==> src/rtl/ibus_req_arbiter.sv <==
// Instruction-bus request arbiter with an in-order response ID FIFO.
// Define IBUS_ARB_RR_EN for round-robin arbitration; fixed priority otherwise.

package ibus_arb_pkg;
   typedef struct packed {
      logic        valid;
      logic [31:0] addr;
   } ibus_req_t;

   typedef struct packed {
      logic        addr_ok;
      logic        data_ok;
      logic [31:0] data;
   } ibus_resp_t;

   typedef struct packed {
      logic        hit;
      logic        excp;
      logic [19:0] ppn;
   } tu_op_resp_t;
endpackage

module ibus_req_arbiter
   import ibus_arb_pkg::*;
#(
   parameter int NREQ  = 2,
   parameter int DEPTH = 4
) (
   input  logic                    clk,
   input  logic                    reset,
   input  logic                    flush,
   input  ibus_req_t               req_i     [NREQ],
   output ibus_resp_t              resp_o    [NREQ],
   output tu_op_resp_t             tu_resp_o [NREQ],
   output ibus_req_t               imem_req,
   input  ibus_resp_t              imem_resp,
   input  tu_op_resp_t             tu_resp,
   output logic [$clog2(NREQ)-1:0] grant_id,
   output logic                    busy
);
   localparam int IW = $clog2(NREQ);
   localparam int PW = $clog2(DEPTH);
   localparam int CW = PW + 1;

   logic [IW-1:0] grant_r;
   logic          lock_r;
   logic [IW-1:0] lock_id_r;
   logic [PW-1:0] wptr_r;
   logic [PW-1:0] rptr_r;
   logic [CW-1:0] count_r;
   logic [IW-1:0] fifo_id_r   [DEPTH];
   logic          fifo_disc_r [DEPTH];

   logic [IW-1:0] arb_id_s;
   logic          any_valid_s;
   logic          locked_s;
   logic          full_s;
   logic          req_valid_s;
   logic          accept_s;
   logic          pop_s;
   logic          fwd_s;
   logic [IW-1:0] head_id_s;

`ifdef IBUS_ARB_RR_EN
   logic [IW-1:0] rr_ptr_r;

   // Rotating search starting at the requester after the last accepted one
   always_comb begin
      int idx;
      idx         = 0;
      arb_id_s    = grant_r;
      any_valid_s = 1'b0;
      for (int k = NREQ - 1; k >= 0; k--) begin
         idx         = (int'(rr_ptr_r) + k) % NREQ;
         arb_id_s    = req_i[idx].valid ? idx[IW-1:0] : arb_id_s;
         any_valid_s = any_valid_s | req_i[idx].valid;
      end
   end

   // Round-robin start pointer advances only when a request is accepted
   always_ff @(posedge clk) begin
      if (!reset) begin
         rr_ptr_r <= {IW{1'b0}};
      end else if (accept_s) begin
         rr_ptr_r <= (grant_id == IW'(NREQ - 1)) ? {IW{1'b0}} : grant_id + IW'(1'b1);
      end else begin
         rr_ptr_r <= rr_ptr_r;
      end
   end
`else
   // Fixed priority: lowest valid index wins
   always_comb begin
      arb_id_s    = grant_r;
      any_valid_s = 1'b0;
      for (int k = NREQ - 1; k >= 0; k--) begin
         arb_id_s    = req_i[k].valid ? IW'(k) : arb_id_s;
         any_valid_s = any_valid_s | req_i[k].valid;
      end
   end
`endif

   // Grant selection: a stalled request keeps the bus, otherwise hold when idle
   always_comb begin
      locked_s = lock_r & req_i[lock_id_r].valid;
      if (locked_s) begin
         grant_id = lock_id_r;
      end else if (any_valid_s) begin
         grant_id = arb_id_s;
      end else begin
         grant_id = grant_r;
      end
   end

   // Memory-side request, handshake routing and response forwarding
   always_comb begin
      full_s      = (count_r == CW'(DEPTH));
      req_valid_s = reset & ~flush & ~full_s & req_i[grant_id].valid;
      imem_req    = '{valid: req_valid_s, addr: req_i[grant_id].addr};
      accept_s    = req_valid_s & imem_resp.addr_ok;
      pop_s       = reset & imem_resp.data_ok & (count_r != {CW{1'b0}});
      head_id_s   = fifo_id_r[rptr_r];
      // Discarded heads and pops during flush are consumed without forwarding
      fwd_s       = pop_s & ~flush & ~fifo_disc_r[rptr_r];
      busy        = reset & (count_r != {CW{1'b0}});
      for (int i = 0; i < NREQ; i++) begin
         resp_o[i].addr_ok = req_valid_s & (grant_id == IW'(i)) & imem_resp.addr_ok;
         resp_o[i].data_ok = fwd_s & (head_id_s == IW'(i));
         resp_o[i].data    = (fwd_s && (head_id_s == IW'(i))) ? imem_resp.data : 32'h0000_0000;
         tu_resp_o[i]      = (req_valid_s && (grant_id == IW'(i))) ? tu_resp : '0;
      end
   end

   // Grant, lock and ID FIFO state
   always_ff @(posedge clk) begin
      if (!reset) begin
         grant_r   <= {IW{1'b0}};
         lock_r    <= 1'b0;
         lock_id_r <= {IW{1'b0}};
         wptr_r    <= {PW{1'b0}};
         rptr_r    <= {PW{1'b0}};
         count_r   <= {CW{1'b0}};
         for (int d = 0; d < DEPTH; d++) begin
            fifo_id_r[d]   <= {IW{1'b0}};
            fifo_disc_r[d] <= 1'b0;
         end
      end else begin
         grant_r   <= grant_id;
         lock_r    <= ~flush & ~accept_s & req_i[grant_id].valid & (req_valid_s | locked_s);
         lock_id_r <= grant_id;
         wptr_r    <= accept_s ? wptr_r + PW'(1'b1) : wptr_r;
         rptr_r    <= pop_s ? rptr_r + PW'(1'b1) : rptr_r;
         case ({accept_s, pop_s})
            2'b10:   count_r <= count_r + CW'(1'b1);
            2'b01:   count_r <= count_r - CW'(1'b1);
            default: count_r <= count_r;
         endcase
         for (int d = 0; d < DEPTH; d++) begin
            if (flush) begin
               fifo_disc_r[d] <= 1'b1;
            end else if (accept_s && (wptr_r == PW'(d))) begin
               fifo_disc_r[d] <= 1'b0;
               fifo_id_r[d]   <= grant_id;
            end else begin
               fifo_disc_r[d] <= fifo_disc_r[d];
            end
         end
      end
   end
endmodule

==> config.mk <==
export PLATFORM = sky130hd
export DESIGN_NAME = ibus_req_arbiter
export DESIGN_NICKNAME = d
export VERILOG_FILES = /design/src/rtl/ibus_req_arbiter.sv
export SDC_FILE = /design/constraint.sdc
export NUM_CORES = 1
export LEC_CHECK = 0
export BUFFER_PORTS_ARGS = -buffer_cell sky130_fd_sc_hd__buf_2
export CAP_MARGIN = 20
export CORE_AREA = 2 2 104 106
export CTS_CLUSTER_SIZE = 16
export DETAILED_ROUTE_END_ITERATION = 8
export DIE_AREA = 0 0 106 108
export GPL_ROUTABILITY_DRIVEN = 0
export HOLD_SLACK_MARGIN = 0.12
export PLACE_DENSITY_LB_ADDON = 0.15
export REMOVE_ABC_BUFFERS = 1
export SYNTH_ARGS = -nofsm -noshare
export SYNTH_HDL_FRONTEND = slang
export SYNTH_SLANG_ARGS = --single-unit
==> constraint.sdc <==
create_clock -name clk -period 2.1 [get_ports clk]
set_input_delay 0.21 -clock clk [delete_from_list [all_inputs] [get_ports clk]]
set_output_delay 0.21 -clock clk [all_outputs]
set_load 0.05 [all_outputs]
## Yosys cells after proc, flatten, opt, wreduce, memory -nomap -nowiden

Memories as Yosys holds them, arrays and structs flattened. A register that Yosys moved wholly into a read port is not among the register bits.
Cells that the tools add are included.

- Divide/modulo/power cells: 0
- Equality and inequality tests: 10
- Multipliers: 0
- Shift operators: 0
- Bitwise logic cells: 45
- Reductions and logical operators: 15
- Muxes and demuxes: 71
- $add $sub $neg: 4
- Magnitude comparators: 2

Operator list:

| kind | count |
|---|---|
| 2-to-1 mux 33 bit | 6 |
| 2-to-1 mux 32 bit | 2 |
| 2-to-1 mux 1 bit | 56 |
| 2-to-1 mux 22 bit | 2 |
| bitwise AND 1 bit | 19 |
| bitwise OR 1 bit | 18 |
| logical AND 1 bit | 8 |
| 2-to-1 mux 2 bit | 4 |
| AND reduction 2 bit | 4 |
| equality test 2 bit (second input constant) | 3 |
| inverter 1 bit | 6 |
| one-hot mux 3 bit (2 select lines) | 1 |
| adder 2 x 1 -> 2 bit (second input constant) | 2 |
| equality test 2 x 1 -> 1 bit (second input constant) | 2 |
| greater-or-equal comparator 2 bit (second input constant) | 2 |
| inequality test 0 bit | 4 |
| inverter 1 -> 2 bit | 2 |
| adder 3 x 1 -> 3 bit (second input constant) | 1 |
| equality test 3 bit (second input constant) | 1 |
| nonzero test 3 bit | 1 |
| subtractor 3 x 1 -> 3 bit (second input constant) | 1 |
| logical NOT 2 bit | 1 |
| nonzero test 2 bit | 1 |

- Logic and storage cells: 154
- Memories kept: 2
- Bits of input ports: 125
- Bits in latches: 0
- Memory bits (read-only): 0
- Flip-flop bits (word level): 9
- Output and inout port bits: 147
- RAM bits: 8

Memory list:

| memory | words | bits a word | read ports | clocked after memory_dff | wr ports | line | RTL |
|---|---|---|---|---|---|---|---|
| fifo_disc_r | 4 | 1 | 1 | 1 | 4 | 52 | `logic fifo_disc_r [DEPTH];` |
| fifo_id_r | 4 | 1 | 1 | 1 | 4 | 51 | `logic [IW-1:0] fifo_id_r [DEPTH];` |

## Logic depth before layout (Yosys ltp)

Gate-level depths: netlist of the first run.

- Word-level depth: 19
- Mapped depth: 10
- Depth with buffers taken out: 8

## Worst setup path before layout of the first run

Ideal clock, no wire load.

- Kind: reg-to-output
- Start point: reg (tool-made name)
- End point: out resp_o[66] (netlist bit)
- Cell stages (with the launch flop): 3
- Path slack: -0.515 ns
- Data required time: 1.890 ns
- Arrival: 2.405 ns
- Buffers on the path: 0
- Cells stage by stage: dfxtp_1 > mux4_2 > nor4_1

RTL lines:

| item | line | RTL |
|---|---|---|
| end, declared | 33 | `output ibus_resp_t resp_o [NREQ],` |

==> impl_metrics.json, run 1 <==
{
  "clock_latency_ps": 260,
  "rows": 37,
  "synth_mux_area_share_pct": 21.8,
  "viasPerCell": 4.57,
  "synth_xor_area_share_pct": 1.64,
  "holdBufCountCts": 0,
  "final_cells": 674,
  "yosysSeqAreaShare_pct": 18.7,
  "worst_slack_ps": -26.8,
  "ant_nets": 0,
  "wire_per_inst_um": 14.7,
  "overflow": 0,
  "drive_above_1_share_pct": 64.4,
  "grt_usage_pct": 14.8,
  "cts_buffers": 3,
  "postCtsSetupRepairBufs": 0,
  "synth_edf_count": 2,
  "reg2reg_slack_ps": 80,
  "grt_pass1_wl_um": 13600,
  "layout.nets": 669,
  "arrival_ps": 1920,
  "die_h_um": 108,
  "placed_area_um2": 3720,
  "cp_slowest_stage_delay_ps": 560,
  "num_vias": 3081,
  "coreArea_um2": 10200,
  "finalHoldViolations": 0,
  "ys_top_cells_by_area": "and3_1, mux2_2, dfxtp_1, nor2_1, ha_1",
  "timing.fmax_ghz": 0.470,
  "path_delay_family": "multiplexers",
  "syn-instance-count": 272,
  "synth.top_cell.area_share_pct": 31.9,
  "yosys.area_share.simple_pct": 41.8,
  "cp.required_ps": 1890,
  "clock-root-buffer": "clkbuf_8",
  "drv_cap": 0,
  "syn_area_um2": 2140,
  "cts_max_level": 1,
  "slowest_stage": "mux4_2",
  "critPathKind": "reg2out",
  "clk_path_buf_depth": 2,
  "synth_cell_types": 35,
  "start_kind": "register",
  "rsz0062_at_grt": "yes",
  "p_leak_nw": 2.58,
  "worst_pin_slew_ps": 518,
  "synth_top_area_cell": "and3_1",
  "slew_viol_final": 0,
  "min_period_over_period_pct": 101,
  "synth_top_family_by_area": "simple AND/OR/NAND/NOR gates",
  "synth-adder-area-share_pct": 3.86,
  "portBuffers": 271,
  "place_inst": 668,
  "synth_flop_cell": "dfxtp_1",
  "die_w_um": 106,
  "slew-limit-headroom_pct": 65.1,
  "synthArstFlopShare_pct": 0,
  "route.detailed.drc": 0,
  "io_pins": 272,
  "hold_class": "in2reg",
  "synth-compound-area-share_pct": 3.92,
  "start_util_pct": 20.9,
  "violations": "negative setup slack",
  "fin_crit_ps": 2130,
  "synth.ff_latch_count": 19,
  "cts_sinks": 19,
  "endpoint_kind": "output pin",
  "dp_hpwl_um": 7770,
  "crit_fanout": 16,
  "crit_chain": "mux4_2 > nor2b_4 > clkbuf_16 > and3_1 > buf_6",
  "drt_iter0_drc": 184,
  "setup_violations": 15,
  "pwr_density_cell_nw_per_um2": 339,
  "status": "finished, violations left",
  "crit_buf_inv": 2,
  "avgSynthCellArea_um2": 7.86,
  "dr.pass1.iters": 4,
  "irDropWorstVdd_mv": 0.164,
  "finalWirelength_um": 9910,
  "grt_max_degree": 66,
  "synth_warnings": 0,
  "clk_pin_slew_ps": 70,
  "dieArea_um2": 11400,
  "design_area_um2": 4270,
  "setup_tns_ps": -110,
  "fin_skew_ps": 3.47,
  "antenna_found_initial": 2,
  "p_total_mw": 1.45,
  "grt_pass1_vias": 2703,
  "cts_tree": "built",
  "area_delta_synth_final_pct": 99.7
}
what timing repair did:
| item | CTS | global route |
|---|---|---|
| resized for setup | 85 | 64 |
| setup endpoints to repair | 109 | 112 |
| pin swaps | 0 | 1 |
| hold endpoints to repair | 0 | 0 |
| cloned | 0 | 1 |
per-layer routing:
layer | vias to the layer above | share of wire [%] | GRT usage [%]
met3 | 12 | 6.9 | 2.65
met4 | 2 | 1.1 | 4.70
li1 | 1506 | - | -
met1 | 1403 | 37 | 16.1
met5 | - | 0.13 | 0
met2 | 158 | 55 | 29.0
synthesized netlist by cell type (2+ instances only):
cell / n
mux2_2: 33
nor4_1: 4
clkbuf_1: 15
a31o_2: 2
xor2_1: 4
buf_2: 6
dfxtp_1: 17
a21oi_1: 2
mux4_2: 2
ha_1: 5
edfxtp_1: 2
inv_1: 7
and3_1: 109
nand2_1: 8
and2_1: 2
clkbuf_2: 8
o21a_1: 2
nor3_1: 2
nor2_1: 19
o21ai_0: 4
mux2i_1: 5
stage by stage:
step,hold slack (ps),setup slack (ps),utilization (%)
2_1_floorplan,346,-2000,-
3_3_place_gp,461,59.9,36.3
3_5_place_dp,476,21.3,36.3
4_1_cts,328,2.29,39.1
5_1_grt,346,-109,41.7
6_report,328,-26.8,41.7
cell type report:
class / count / area (um^2)
Clock buffer: 3 / 41.3
Fill cell: 1058 / 5960
Inverter: 8 / 30.0
Timing Repair Buffer: 292 / 2000
Sequential cell: 19 / 403
Antenna cell: 1 / 2.50
Multi-Input combinational cell: 214 / 1620
Tap cell: 136 / 170
Clock inverter: 1 / 5.00
cell families after synthesis:
kind of cell,count (synthesis)
AND/OR/NAND/NOR,152
multiplexers,40
buffers and inverters,39
flip-flops,19
AO/OA/AOI/OAI,12
adder cells (fa/ha/maj),6
XOR/XNOR,4
path summary, 6_finish.rpt:
kind,from,endpoint,depth (start not counted)
worst min-delay path,flush,fifo_disc_r[0],4
worst max register to register,count_r[2],count_r[2],8
worst min register to register,fifo_id_r[0],fifo_id_r[0],2
worst max-delay path,register,resp_o[27],5
where the power goes:
| group | internal [mW] | total, mW | switching [mW] |
|---|---|---|---|
| Combinational | 0.278 | 0.788 | 0.510 |
| Clock | 0.132 | 0.264 | 0.132 |
| Sequential | 0.384 | 0.395 | 0.0112 |
| Total | 0.794 | 1.45 | 0.653 |
tightest hold or removal path: stages:
cell	delay [ps]
buf_2	90
buf_4	110
o21ai_0	80
nor2_1	70
cell usage in the layout, fill, tap and decap left out, types with 3 or more instances in the layout:
cell      synthesis  final
buf_6             1     63
nor2_1           19     18
buf_12            0      3
inv_1             7      7
clkbuf_8          0      3
buf_8             0      3
clkbuf_4          0      3
mux2i_1           5      5
dfxtp_1          17     15
xor2_1            4      4
o21ai_0           4      4
mux2_2           33     33
buf_4             1     17
buf_2             6    202
and3_1          109    107
nor4_1            4      4
nand2_1           8      8
ha_1              5      4
Power figures use the tool's default switching activity.
==> run 2, diff against run 1 <==
- CELL_PAD_IN_SITES_DETAIL_PLACEMENT: default -> 1
- CELL_PAD_IN_SITES_GLOBAL_PLACEMENT: default -> 1
- CORE_AREA: 2 2 104 106 -> default
- CORE_ASPECT_RATIO: default -> 1.4
- CORE_MARGIN: default -> 2
- CORE_UTILIZATION: default -> 18
- DIE_AREA: 0 0 106 108 -> default
- GPL_TIMING_DRIVEN: default -> 0
- SETUP_SLACK_MARGIN: default -> 0.15
==> impl_metrics.json, run 2 (synthesis gave the netlist of run 1 again) <==
{
  "status": "finished, violations left",
  "violations": "negative setup slack",
  "cts_max_level": 1,
  "min_period_over_period_pct": 104,
  "intPower_mw": 1.15,
  "crit_fanout": 5,
  "seqPwrFrac_pct": 20.5,
  "drive_above_1_share_pct": 79.9,
  "finalHoldViolations": 0,
  "antenna_found_initial": 1,
  "worst_pin_slew_ps": 701,
  "pwr_density_cell_nw_per_um2": 327,
  "start_util_pct": 18.3,
  "cts_sinks": 19,
  "final_common_cell": "buf_2",
  "grt_pass1_wl_um": 20700,
  "mostFrequentLayoutCells": "buf_2, buf_8, and3_4",
  "die_h_um": 133,
  "io_pins": 272,
  "finalWirelength_um": 14700,
  "fin_crit_ps": 2180,
  "switching_share_pct": 41.0,
  "coreArea_um2": 11700,
  "dp_hpwl_um": 8910,
  "drt_iter0_drc": 81,
  "viasPerCell": 4.88,
  "hold_class": "in2reg",
  "area_delta_synth_final_pct": 178,
  "drv_cap": 0,
  "min_from": "flush",
  "dieArea_um2": 12800,
  "ant_nets": 0,
  "grt_max_degree": 34,
  "p_leak_nw": 2.92,
  "clock_latency_ps": 260,
  "dr.pass1.iters": 4,
  "reg2reg_from": "count_r[2]",
  "die_w_um": 96.1,
  "clk_pin_slew_ps": 50,
  "combPwrFrac_pct": 58.7,
  "power_switching_mw": 0.797,
  "fin_skew_ps": 2.42,
  "overflow": 0,
  "rows": 47,
  "clk_path_buf_depth": 2,
  "cp.required_ps": 1890,
  "setup_violations": 60,
  "hold_ws_ps": 259,
  "irDropWorstVdd_mv": 0.222,
  "place_inst": 662,
  "route.detailed.drc": 0,
  "cts_tree": "built",
  "num_vias": 3485,
  "slew-limit-headroom_pct": 53.1,
  "portBuffers": 271,
  "slew_viol_final": 0,
  "grt_pass1_vias": 3741,
  "critPathKind": "reg2out",
  "timing.fmax_ghz": 0.458,
  "grt_usage_pct": 21.1,
  "final_cells": 714,
  "wire_per_inst_um": 20.6,
  "start_kind": "register",
  "cts_buffers": 3,
  "clock-root-buffer": "clkbuf_16",
  "arrival_ps": 1970,
  "endpoint_kind": "output pin",
  "rsz0062_at_grt": "yes",
  "postLayoutCoreUtil_pct": 50.8,
  "worst_slack_ps": -83.1,
  "clkPwrFrac_pct": 20.8,
  "layout.nets": 698
}
==> run 2: final timing paths <==
kind	end	slack [ps]	cells past startpoint
worst min-delay path	fifo_disc_r[0]	260	3
worst max register to register	count_r[2]	0	8
worst max-delay path	resp_o[37]	-80	5
worst min register to register	fifo_id_r[0]	470	2
==> run 2: metal layers <==
layer  up-vias  share of wire, %  track usage (%)
li1       1581                 -                -
met1      1667                33             20.9
met2       206                57             41.7
met3        31               7.4             3.59
met4         0               3.1             7.54
met5         -                 0                0
==> run 2: worst max-delay path: stages, from the launching register on <==
cell,delay [ps]
dfxtp_4,360
mux4_2,630
nor2_4,210
buf_6,150
and3_1,190
buf_6,170
==> run 2: layout make-up <==
cell class                 count  area, um^2
timing repair inverter         3        22.5
multi-input combinational    218        2100
clock buffer                   4        78.8
timing repair buffer         314        3110
fill                        1273        5760
antenna                        1        2.50
tap                          147         184
inverter                       8        33.8
sequential                    19         419
==> run 2: metrics by stage <==
step | area, um^2 | setup WS [ps] | total power, mW | TNS, ps
6_report | 5950 | -83.1 | 1.94 | -2580
5_1_grt | 5950 | -135 | 2.02 | -6320
4_1_cts | 5510 | -49.8 | 1.85 | -1580
3_5_place_dp | 3590 | -488 | 1.16 | -36280
3_3_place_gp | 3530 | -2120 | 1.14 | -221920
2_1_floorplan | 1990 | -2000 | 0.887 | -139560
==> run 2: power by group through the flow <==
stage | clock, mW | combinational [mW] | sequential [mW]
global route | 0.425 | 1.19 | 0.401
detailed placement | 0 | 0.749 | 0.407
floorplan | 0 | 0.485 | 0.402
CTS | 0.413 | 1.04 | 0.399
global placement | 0 | 0.732 | 0.406
finish | 0.405 | 1.14 | 0.398
==> run 2: timing repair <==
item                       CTS  global route
buffers inserted            28             2
hold buffers                 0             0
gates resized for setup    390            99
cloned                      13             4
setup endpoints to repair  148           143
pin swaps                   56            20
